===== config.mk =====
export PLATFORM = sky130hd
export DESIGN_NAME = aes_job_arbiter
export DESIGN_NICKNAME = d
export VERILOG_FILES = /design/src/rtl/aes_job_arbiter.sv
export SDC_FILE = /design/constraint.sdc
export NUM_CORES = 1
export LEC_CHECK = 0
export CAP_MARGIN = 5
export CORE_AREA = 5 5 349 351
export DETAILED_ROUTE_END_ITERATION = 8
export DIE_AREA = 0 0 354 356
export GPL_ROUTABILITY_DRIVEN = 1
export SETUP_SLACK_MARGIN = 0.2
export SYNTH_ARGS = -nofsm -noshare
export SYNTH_HDL_FRONTEND = slang
export SYNTH_SLANG_ARGS = --single-unit

===== constraint.sdc =====
create_clock -name clk -period 1.95 [get_ports clk]
set_input_delay 0.2925 -clock clk [delete_from_list [all_inputs] [get_ports clk]]
set_output_delay 0.2925 -clock clk [all_outputs]
set_load 0.1 [all_outputs]

===== src/rtl/aes_job_arbiter.sv =====
// ---------------------------------------------------------------------------
// AesJobArbiter: shares one AES encrypt/decrypt core between two requesters.
// The requesters are the host-to-SD write path (encrypt) and the SD-to-host
// read path (decrypt).
//
// Each accepted 128-bit job is latched and issued to the core with a
// one-cycle enable pulse. The arbiter then waits for the core's completion
// pulse and captures the registered core output one cycle later. The result
// is held until the owning requester consumes it.
//
// Contention is resolved round-robin. Key updates are shadowed and applied
// only while idle. A watchdog aborts jobs the core never completes.
//
// Ports:
//   clk, n_rst             clock, asynchronous active-low reset
//   i_enc_valid/i_enc_data encrypt job request (held until accepted)
//   o_enc_ready            encrypt job accepted (1-cycle pulse)
//   i_dec_valid/i_dec_data decrypt job request (held until accepted)
//   o_dec_ready            decrypt job accepted (1-cycle pulse)
//   o_res_valid            result available, held until i_res_ready
//   o_res_is_enc           result owner: 1 = encrypt path, 0 = decrypt path
//   o_res_data             result block (0 when aborted)
//   o_res_err              result aborted by watchdog timeout
//   i_res_ready            owner consumes the result
//   i_key_load/i_key_value key update strobe and new key
//   o_key_pending          key update latched but not yet applied
//   o_busy                 high in every state except IDLE
//   o_aes_enable           1-cycle start pulse to the core
//   o_aes_enc_req          encrypt mode request to the core
//   o_aes_dec_req          decrypt mode request to the core
//   o_aes_key              key to the core
//   o_aes_data_in          job data to the core
//   i_aes_data_out         core result, valid one cycle after i_aes_data_ready
//   i_aes_data_ready       core completion pulse
// ---------------------------------------------------------------------------
module aes_job_arbiter #(
    parameter int TIMEOUT_CYC = 64,
    parameter int CNT_W       = 7
) (
    input  logic         clk,
    input  logic         n_rst,

    input  logic         i_enc_valid,
    input  logic [127:0] i_enc_data,
    output logic         o_enc_ready,

    input  logic         i_dec_valid,
    input  logic [127:0] i_dec_data,
    output logic         o_dec_ready,

    output logic         o_res_valid,
    output logic         o_res_is_enc,
    output logic [127:0] o_res_data,
    output logic         o_res_err,
    input  logic         i_res_ready,

    input  logic         i_key_load,
    input  logic [127:0] i_key_value,
    output logic         o_key_pending,

    output logic         o_busy,

    output logic         o_aes_enable,
    output logic         o_aes_enc_req,
    output logic         o_aes_dec_req,
    output logic [127:0] o_aes_key,
    output logic [127:0] o_aes_data_in,
    input  logic [127:0] i_aes_data_out,
    input  logic         i_aes_data_ready
);

    typedef enum logic [2:0] {
        ST_IDLE,
        ST_ISSUE,
        ST_WAIT,
        ST_CAPTURE,
        ST_RESP
    } state_t;

    state_t         r_state;
    logic [CNT_W-1:0] r_cnt;
    logic           r_rr_enc;
    logic           r_owner;

    logic           r_enc_ready;
    logic           r_dec_ready;
    logic           r_res_valid;
    logic           r_res_is_enc;
    logic [127:0]   r_res_data;
    logic           r_res_err;
    logic           r_busy;
    logic           r_aes_enable;
    logic           r_aes_enc_req;
    logic           r_aes_dec_req;
    logic [127:0]   r_aes_data_in;

    logic [127:0]   r_aes_key;
    logic [127:0]   r_key_shadow;
    logic           r_key_pending;

    logic           w_key_apply;
    logic           w_any_valid;
    logic           w_grant_enc;
    logic [CNT_W-1:0] w_cnt_next;
    logic           w_timeout;

    // A pending key is applied in IDLE ahead of any grant, so the core never
    // sees a key change while a job is in flight.
    assign w_key_apply = (r_state == ST_IDLE) && r_key_pending;

    // Encrypt wins when it is the only requester, or when both request and
    // the round-robin pointer currently favours encrypt.
    assign w_any_valid = i_enc_valid || i_dec_valid;
    assign w_grant_enc = i_enc_valid && (!i_dec_valid || r_rr_enc);

    // The watchdog fires on the WAIT cycle that would bring the count to
    // TIMEOUT_CYC, giving exactly TIMEOUT_CYC WAIT cycles per job.
    assign w_cnt_next  = r_cnt + CNT_W'(1);
    assign w_timeout   = (w_cnt_next == CNT_W'(TIMEOUT_CYC));

    // Key shadow register. A load in the same cycle as an apply is written
    // last, so the newer value stays pending for the next IDLE visit.
    always_ff @(posedge clk or negedge n_rst) begin
        if (!n_rst) begin
            r_key_shadow  <= '0;
            r_key_pending <= 1'b0;
            r_aes_key     <= '0;
        end else begin
            if (w_key_apply) begin
                r_aes_key     <= r_key_shadow;
                r_key_pending <= 1'b0;
            end
            if (i_key_load) begin
                r_key_shadow  <= i_key_value;
                r_key_pending <= 1'b1;
            end
        end
    end

    // Job sequencer. All externally visible controls are registered here;
    // the ready and enable pulses default low and are raised only on the
    // transition that owns them.
    always_ff @(posedge clk or negedge n_rst) begin
        if (!n_rst) begin
            r_state       <= ST_IDLE;
            r_cnt         <= '0;
            r_rr_enc      <= 1'b1;
            r_owner       <= 1'b0;
            r_enc_ready   <= 1'b0;
            r_dec_ready   <= 1'b0;
            r_res_valid   <= 1'b0;
            r_res_is_enc  <= 1'b0;
            r_res_data    <= '0;
            r_res_err     <= 1'b0;
            r_busy        <= 1'b0;
            r_aes_enable  <= 1'b0;
            r_aes_enc_req <= 1'b0;
            r_aes_dec_req <= 1'b0;
            r_aes_data_in <= '0;
        end else begin
            r_enc_ready  <= 1'b0;
            r_dec_ready  <= 1'b0;
            r_aes_enable <= 1'b0;

            case (r_state)
                ST_IDLE: begin
                    if (!w_key_apply && w_any_valid) begin
                        r_owner       <= w_grant_enc;
                        r_enc_ready   <= w_grant_enc;
                        r_dec_ready   <= !w_grant_enc;
                        r_aes_data_in <= w_grant_enc ? i_enc_data : i_dec_data;
                        // The pointer only moves when there was a contest.
                        if (i_enc_valid && i_dec_valid) begin
                            r_rr_enc <= !r_rr_enc;
                        end
                        r_aes_enable  <= 1'b1;
                        r_aes_enc_req <= w_grant_enc;
                        r_aes_dec_req <= !w_grant_enc;
                        r_busy        <= 1'b1;
                        r_state       <= ST_ISSUE;
                    end
                end

                ST_ISSUE: begin
                    r_cnt   <= '0;
                    r_state <= ST_WAIT;
                end

                ST_WAIT: begin
                    r_cnt <= w_cnt_next;
                    // A completion in the final watchdog cycle still wins.
                    if (i_aes_data_ready) begin
                        r_state <= ST_CAPTURE;
                    end else if (w_timeout) begin
                        r_res_valid   <= 1'b1;
                        r_res_is_enc  <= r_owner;
                        r_res_data    <= '0;
                        r_res_err     <= 1'b1;
                        r_aes_enc_req <= 1'b0;
                        r_aes_dec_req <= 1'b0;
                        r_state       <= ST_RESP;
                    end
                end

                ST_CAPTURE: begin
                    // The core registers its output, so the block is valid
                    // the cycle after the completion pulse.
                    r_res_valid   <= 1'b1;
                    r_res_is_enc  <= r_owner;
                    r_res_data    <= i_aes_data_out;
                    r_res_err     <= 1'b0;
                    r_aes_enc_req <= 1'b0;
                    r_aes_dec_req <= 1'b0;
                    r_state       <= ST_RESP;
                end

                ST_RESP: begin
                    if (i_res_ready) begin
                        r_res_valid <= 1'b0;
                        r_busy      <= 1'b0;
                        r_state     <= ST_IDLE;
                    end
                end

                default: begin
                    r_state <= ST_IDLE;
                end
            endcase
        end
    end

    assign o_enc_ready   = r_enc_ready;
    assign o_dec_ready   = r_dec_ready;
    assign o_res_valid   = r_res_valid;
    assign o_res_is_enc  = r_res_is_enc;
    assign o_res_data    = r_res_data;
    assign o_res_err     = r_res_err;
    assign o_key_pending = r_key_pending;
    assign o_busy        = r_busy;
    assign o_aes_enable  = r_aes_enable;
    assign o_aes_enc_req = r_aes_enc_req;
    assign o_aes_dec_req = r_aes_dec_req;
    assign o_aes_key     = r_aes_key;
    assign o_aes_data_in = r_aes_data_in;

endmodule


* After elaboration in Yosys (flattened, before gate mapping) *
Cells that the tools add are included.
Widths: inputs -> output; s select.

word-level totals
  bits in registers = 534
  bits of input ports = 519

cells by class
  add/subtract/negate cells = 1
  equality and inequality tests = 10
  mux-type cells = 34
  reduce and logical (&&, ||, !) cells = 24

operators with widths
  kind                 number
  $mux 128             3
  $pmux 128 s2         1
  $mux 1               18
  $pmux 3 s5           1
  $pmux 7 s2           1
  $mux 3               4
  $reduce_and 3->1     4
  $pmux 1 s3           3
  $reduce_and 4->1     2
  $reduce_bool 2->1    4
  $add 7x1->7 const B  1
  $eq 7x7->1 const B   1
  $eq 3x2->1 const B   2
  $ne 2x2->1 const B   3
  $pmux 1 s2           3
  $reduce_bool 3->1    2
  $logic_and 1x1->1    4
  $logic_not 1->1      4
  $eq 3x1->1 const B   1
  $eq 3x3->1 const B   1
  $logic_not 3->1      1
  $ne 3x3->1 const B   1
  $logic_or 1x1->1     2
  $ne 2x1->1 const B   1
  $reduce_and 2->1     1

* Longest topological paths before layout *
  depth in word-level cells = 6
  mapped depth = 8

* Worst setup path before layout *
OpenSTA, ideal clock, no wires.

  kind = reg-to-reg
  from = reg r_key_pending, in the netlist o_key_pending
  to = reg r_aes_data_in[125], in the netlist o_aes_data_in[125]
  setup time = 83 ps
  arrival time = 1945 ps
  required time = 1867 ps
  setup slack = -78 ps
  stages on the path, launching flop included = 8
  path buffers = 3
  clock period less this slack = 2028 ps
  cells stage by stage = dfrtp_1 > o21ba_2 > nand2_2 > buf_6 > buf_2 > buf_2 > nand2_1 > o21ai_0

on the way
  word-level cells in the longest chain between the ends = 4

ends and longest elaborated chain
  element                            RTL line  RTL
  start, declared                    99        logic r_key_pending;
  start signal, assigned             126       r_key_pending <= 1'b0;
  start signal, assigned             131       r_key_pending <= 1'b0;
  start signal, assigned             135       r_key_pending <= 1'b1;
  $logic_and 1x1->1                  109       assign w_key_apply = (r_state == ST_IDLE) && r_key_pending;
  $logic_not 1->1                    167       if (!w_key_apply && w_any_valid) begin
  $logic_and 1x1->1                  167
  $reduce_and 2->1 (no source line)  n/a
  end signal, assigned               171       r_aes_data_in <= w_grant_enc ? i_enc_data : i_dec_data;
  end, declared                      95        logic [127:0] r_aes_data_in;

Every way passes these cells.
A chain may end at the register's enable or synchronous reset.

* Worst setup path in the final report *
  from = reg r_cnt[1]
  to = reg r_res_data[106], in the netlist o_res_data[106]

on the way
  word-level cells in the longest chain between the ends = 4

ends and longest elaborated chain
  element                            RTL line  RTL
  start, declared                    81        logic [CNT_W-1:0] r_cnt;
  start signal, assigned             190       r_cnt <= w_cnt_next;
  $add 7x1->7                        118       assign w_cnt_next = r_cnt + CNT_W'(1);
  $eq 7x7->1                         119       assign w_timeout = (w_cnt_next == CNT_W'(TIMEOUT_CYC));
  $ne 2x2->1 (no source line)        n/a
  $reduce_and 3->1 (no source line)  n/a
  end signal, assigned               210       r_res_data <= i_aes_data_out;
  end, declared                      89        logic [127:0] r_res_data;

Every way passes these cells.

==> flow_summary.toml <==
[drt]
num_vias = 18251
antenna_left = 0
drt-vias-per-instance = 4.15
avgRoutedWirePerCell_um = 20.9
firstDrtPassIters = 5
drt_iter0_markers = 908
post-route-drc-count = 0
routed_wl_mm = 92.1

[sta]
finalHoldViolCount = 0
final_max_slew_viol_count = 0
setup_viol = 0
worst_slew_pin_slew_ns = 0.438
skew_ns = 0.0246
finalCritPeriodShare_pct = 87.3
rsz0062_at_grt = "yes"
min_period_ns = 1.70
relSlewSlack_pct = 70.8
fmax_mhz = 588
hold_ws_ns = 0.137

[flow_run]
maxCapViolCount = 0

[synthesis]
synth_area_per_cell_um2 = 12.6
syn_inst = 1789
yosysWarnings = 0
synth_area_um2 = 22500
synth_nets = 2309
synth_flop_cell = "dfrtp_1"
ys_seq_elements = 534
synth-edff-count = 0
synthArstFlopShare_pct = 100
ys_seq_area_share_pct = 59.4
yosysUniqueCellTypes = 48

[die]
num_io_pins = 913
initial_core_util_pct = 19.0
die_w_um = 354
die_y_um = 356
core_area_um2 = 119000
fp-row-count = 127
die-area_um2 = 126000

[grt]
grt_usage_pct = 13.9
grt_antenna_before_repair = 12
grt_max_degree = 77
first_global_vias = 19328
overflow = 0
grt_pass1_wl_mm = 133

[finish]
nets = 3316
final_common_cell = "dfrtp_1"
area_growth_pct = 60.8
multiInputGateArea_um2 = 8370
fin_cells = 4397
layout-drive-gt1-share_pct = 35.7
regArea_um2 = 13400
fillers = 12070
final_cell_mix = "527 x dfrtp_1, 516 x clkdlybuf4s50_1, 468 x buf_4, 274 x nand2_1, 246 x mux2_2"

[placement]
placed_cells = 4253
hpwlAfterDp_mm = 69.7
io_buffers = 912
place.gp.congestion = 0.858

[clocking]
cts_tree = "done"
clk_pin_slew_ns = 0.06
cts_buffers = 67
clockRootBuffer = "clkbuf_16"
clockBufferDepth = 3
clk_latency_ns = 0.61
clock-sinks = 534
htree_levels = 3

[hold_path]
hp-class = "in2reg"
hp-start = "i_key_load"

[worst_setup_path]
r2r-start = "r_cnt[1]"
worstPathMaxFanout = 12
cp-end-kind = "flop"
startpoint = "r_cnt[1]"
critical_path_class = "reg2reg"
start_kind = "flop"
arrival_ns = 2.19
crit_required_ns = 2.44

[run_status]
status = "complete, no violations"
sequential cells by signal (all words and copies together) (netlist names):
signal / cells
r_rr_enc: 1
o_res_data: 128
o_aes_enable: 1
r_key_shadow: 128
r_state: 3
o_aes_data_in: 128
o_key_pending: 1
o_enc_ready: 1
o_dec_ready: 1
o_busy: 1
r_cnt: 7
o_res_err: 1
o_aes_enc_req: 1
o_aes_dec_req: 1
r_owner: 1
o_res_valid: 1
o_res_is_enc: 1
o_aes_key: 128
kinds of logic after synthesis:
kind of cell / after synthesis / share of synthesized area [%]
buffers and inverters: 139 / 3.88
muxes: 384 / 18.5
AOI/OAI and AO/OA: 426 / 12.7
and+or+nand+nor: 303 / 5.42
adders and majority gates: 1 / 0.0556
xor gates and xnor gates: 2 / 0.0778
DFF: 534 / 59.4
through the flow:
step                setup WS (ns)  TNS, ns  util (%)  cell area (um^2)
floorplan                   0.230        0         -             22500
global placement          -0.0650  -0.0661      28.2             33500
detailed placement        -0.0601   -0.110      28.2             33500
CTS                         0.200        0      30.2             35900
global route                0.174        0      30.5             36200
finish                      0.248        0      30.5             36200
repair_timing:
item	in CTS	in global routing
endpoints found under the setup margin	213	124
gates cloned	1	9
hold buffers	1	0
gates resized for setup	23	22
hold endpoints to repair	196	0
buffers inserted	9	2
pin swaps	3	0
worst max-delay path, cell delays in order, from the launching register on:
cell	delay, ns
dfrtp_1	0.36
ha_2	0.19
nand2_1	0.08
or2_4	0.27
nor2_4	0.11
buf_12	0.15
buf_8	0.16
clkbuf_16	0.19
o21ai_2	0.06
Yosys cell counts, drive strengths merged (2+ instances only):
| cell type | n | area share [%] |
|---|---|---|
| nand2 | 275 | 4.6 |
| inv | 6 | 0.10 |
| buf | 83 | 2.9 |
| dfrtp | 533 | 59 |
| o211ai | 3 | 0.10 |
| xnor2 | 2 | 0.078 |
| a21o | 3 | 0.10 |
| nand2b | 2 | 0.056 |
| nand3 | 5 | 0.11 |
| mux2i | 128 | 5.7 |
| and2 | 2 | 0.061 |
| a2bb2oi | 2 | 0.11 |
| a21oi | 7 | 0.16 |
| nor3 | 5 | 0.16 |
| or2 | 3 | 0.083 |
| nor2 | 6 | 0.16 |
| a22oi | 131 | 4.4 |
| nand3b | 2 | 0.067 |
| mux2 | 256 | 13 |
| o21ai | 270 | 7.5 |
| o21a | 4 | 0.13 |
| clkbuf | 50 | 0.84 |
worst paths after layout:
| check | to | slack (ns) | depth (start not counted) |
|---|---|---|---|
| max in group asynchronous | r_rr_enc | 0.94 | 4 |
| setup / recovery | o_res_data[106] | 0.25 | 8 |
| min in group asynchronous | o_aes_data_in[45] | 0.18 | 2 |
| hold / removal | r_key_shadow[52] | 0.14 | 2 |
| hold reg to reg | o_aes_data_in[14] | 0.48 | 2 |
| setup reg to reg | o_res_data[106] | 0.25 | 8 |
routing by layer:
metal  part of all wire (%)  global-route usage (%)  up-vias
met2                     50                    24.1      630
met4                    2.4                    4.06        6
met1                     39                    16.2     9109
met5                  0.045                       0        -
li1                       -                       -     8386
met3                    8.0                    4.90      120
area by class of cell:
type,instances,share of cell area [%]
flip-flops and latches,534,36.9
repair buffers,1071,28.4
multi-input cells,1116,23.1
clock buffers,98,5.41
well taps,1548,5.35
clock inverters,17,0.643
inverters,6,0.0691
diodes,7,0.0484
Power is not shown: default switching activity piles up to over one toggle a cycle in this logic, so the estimate is an artifact.
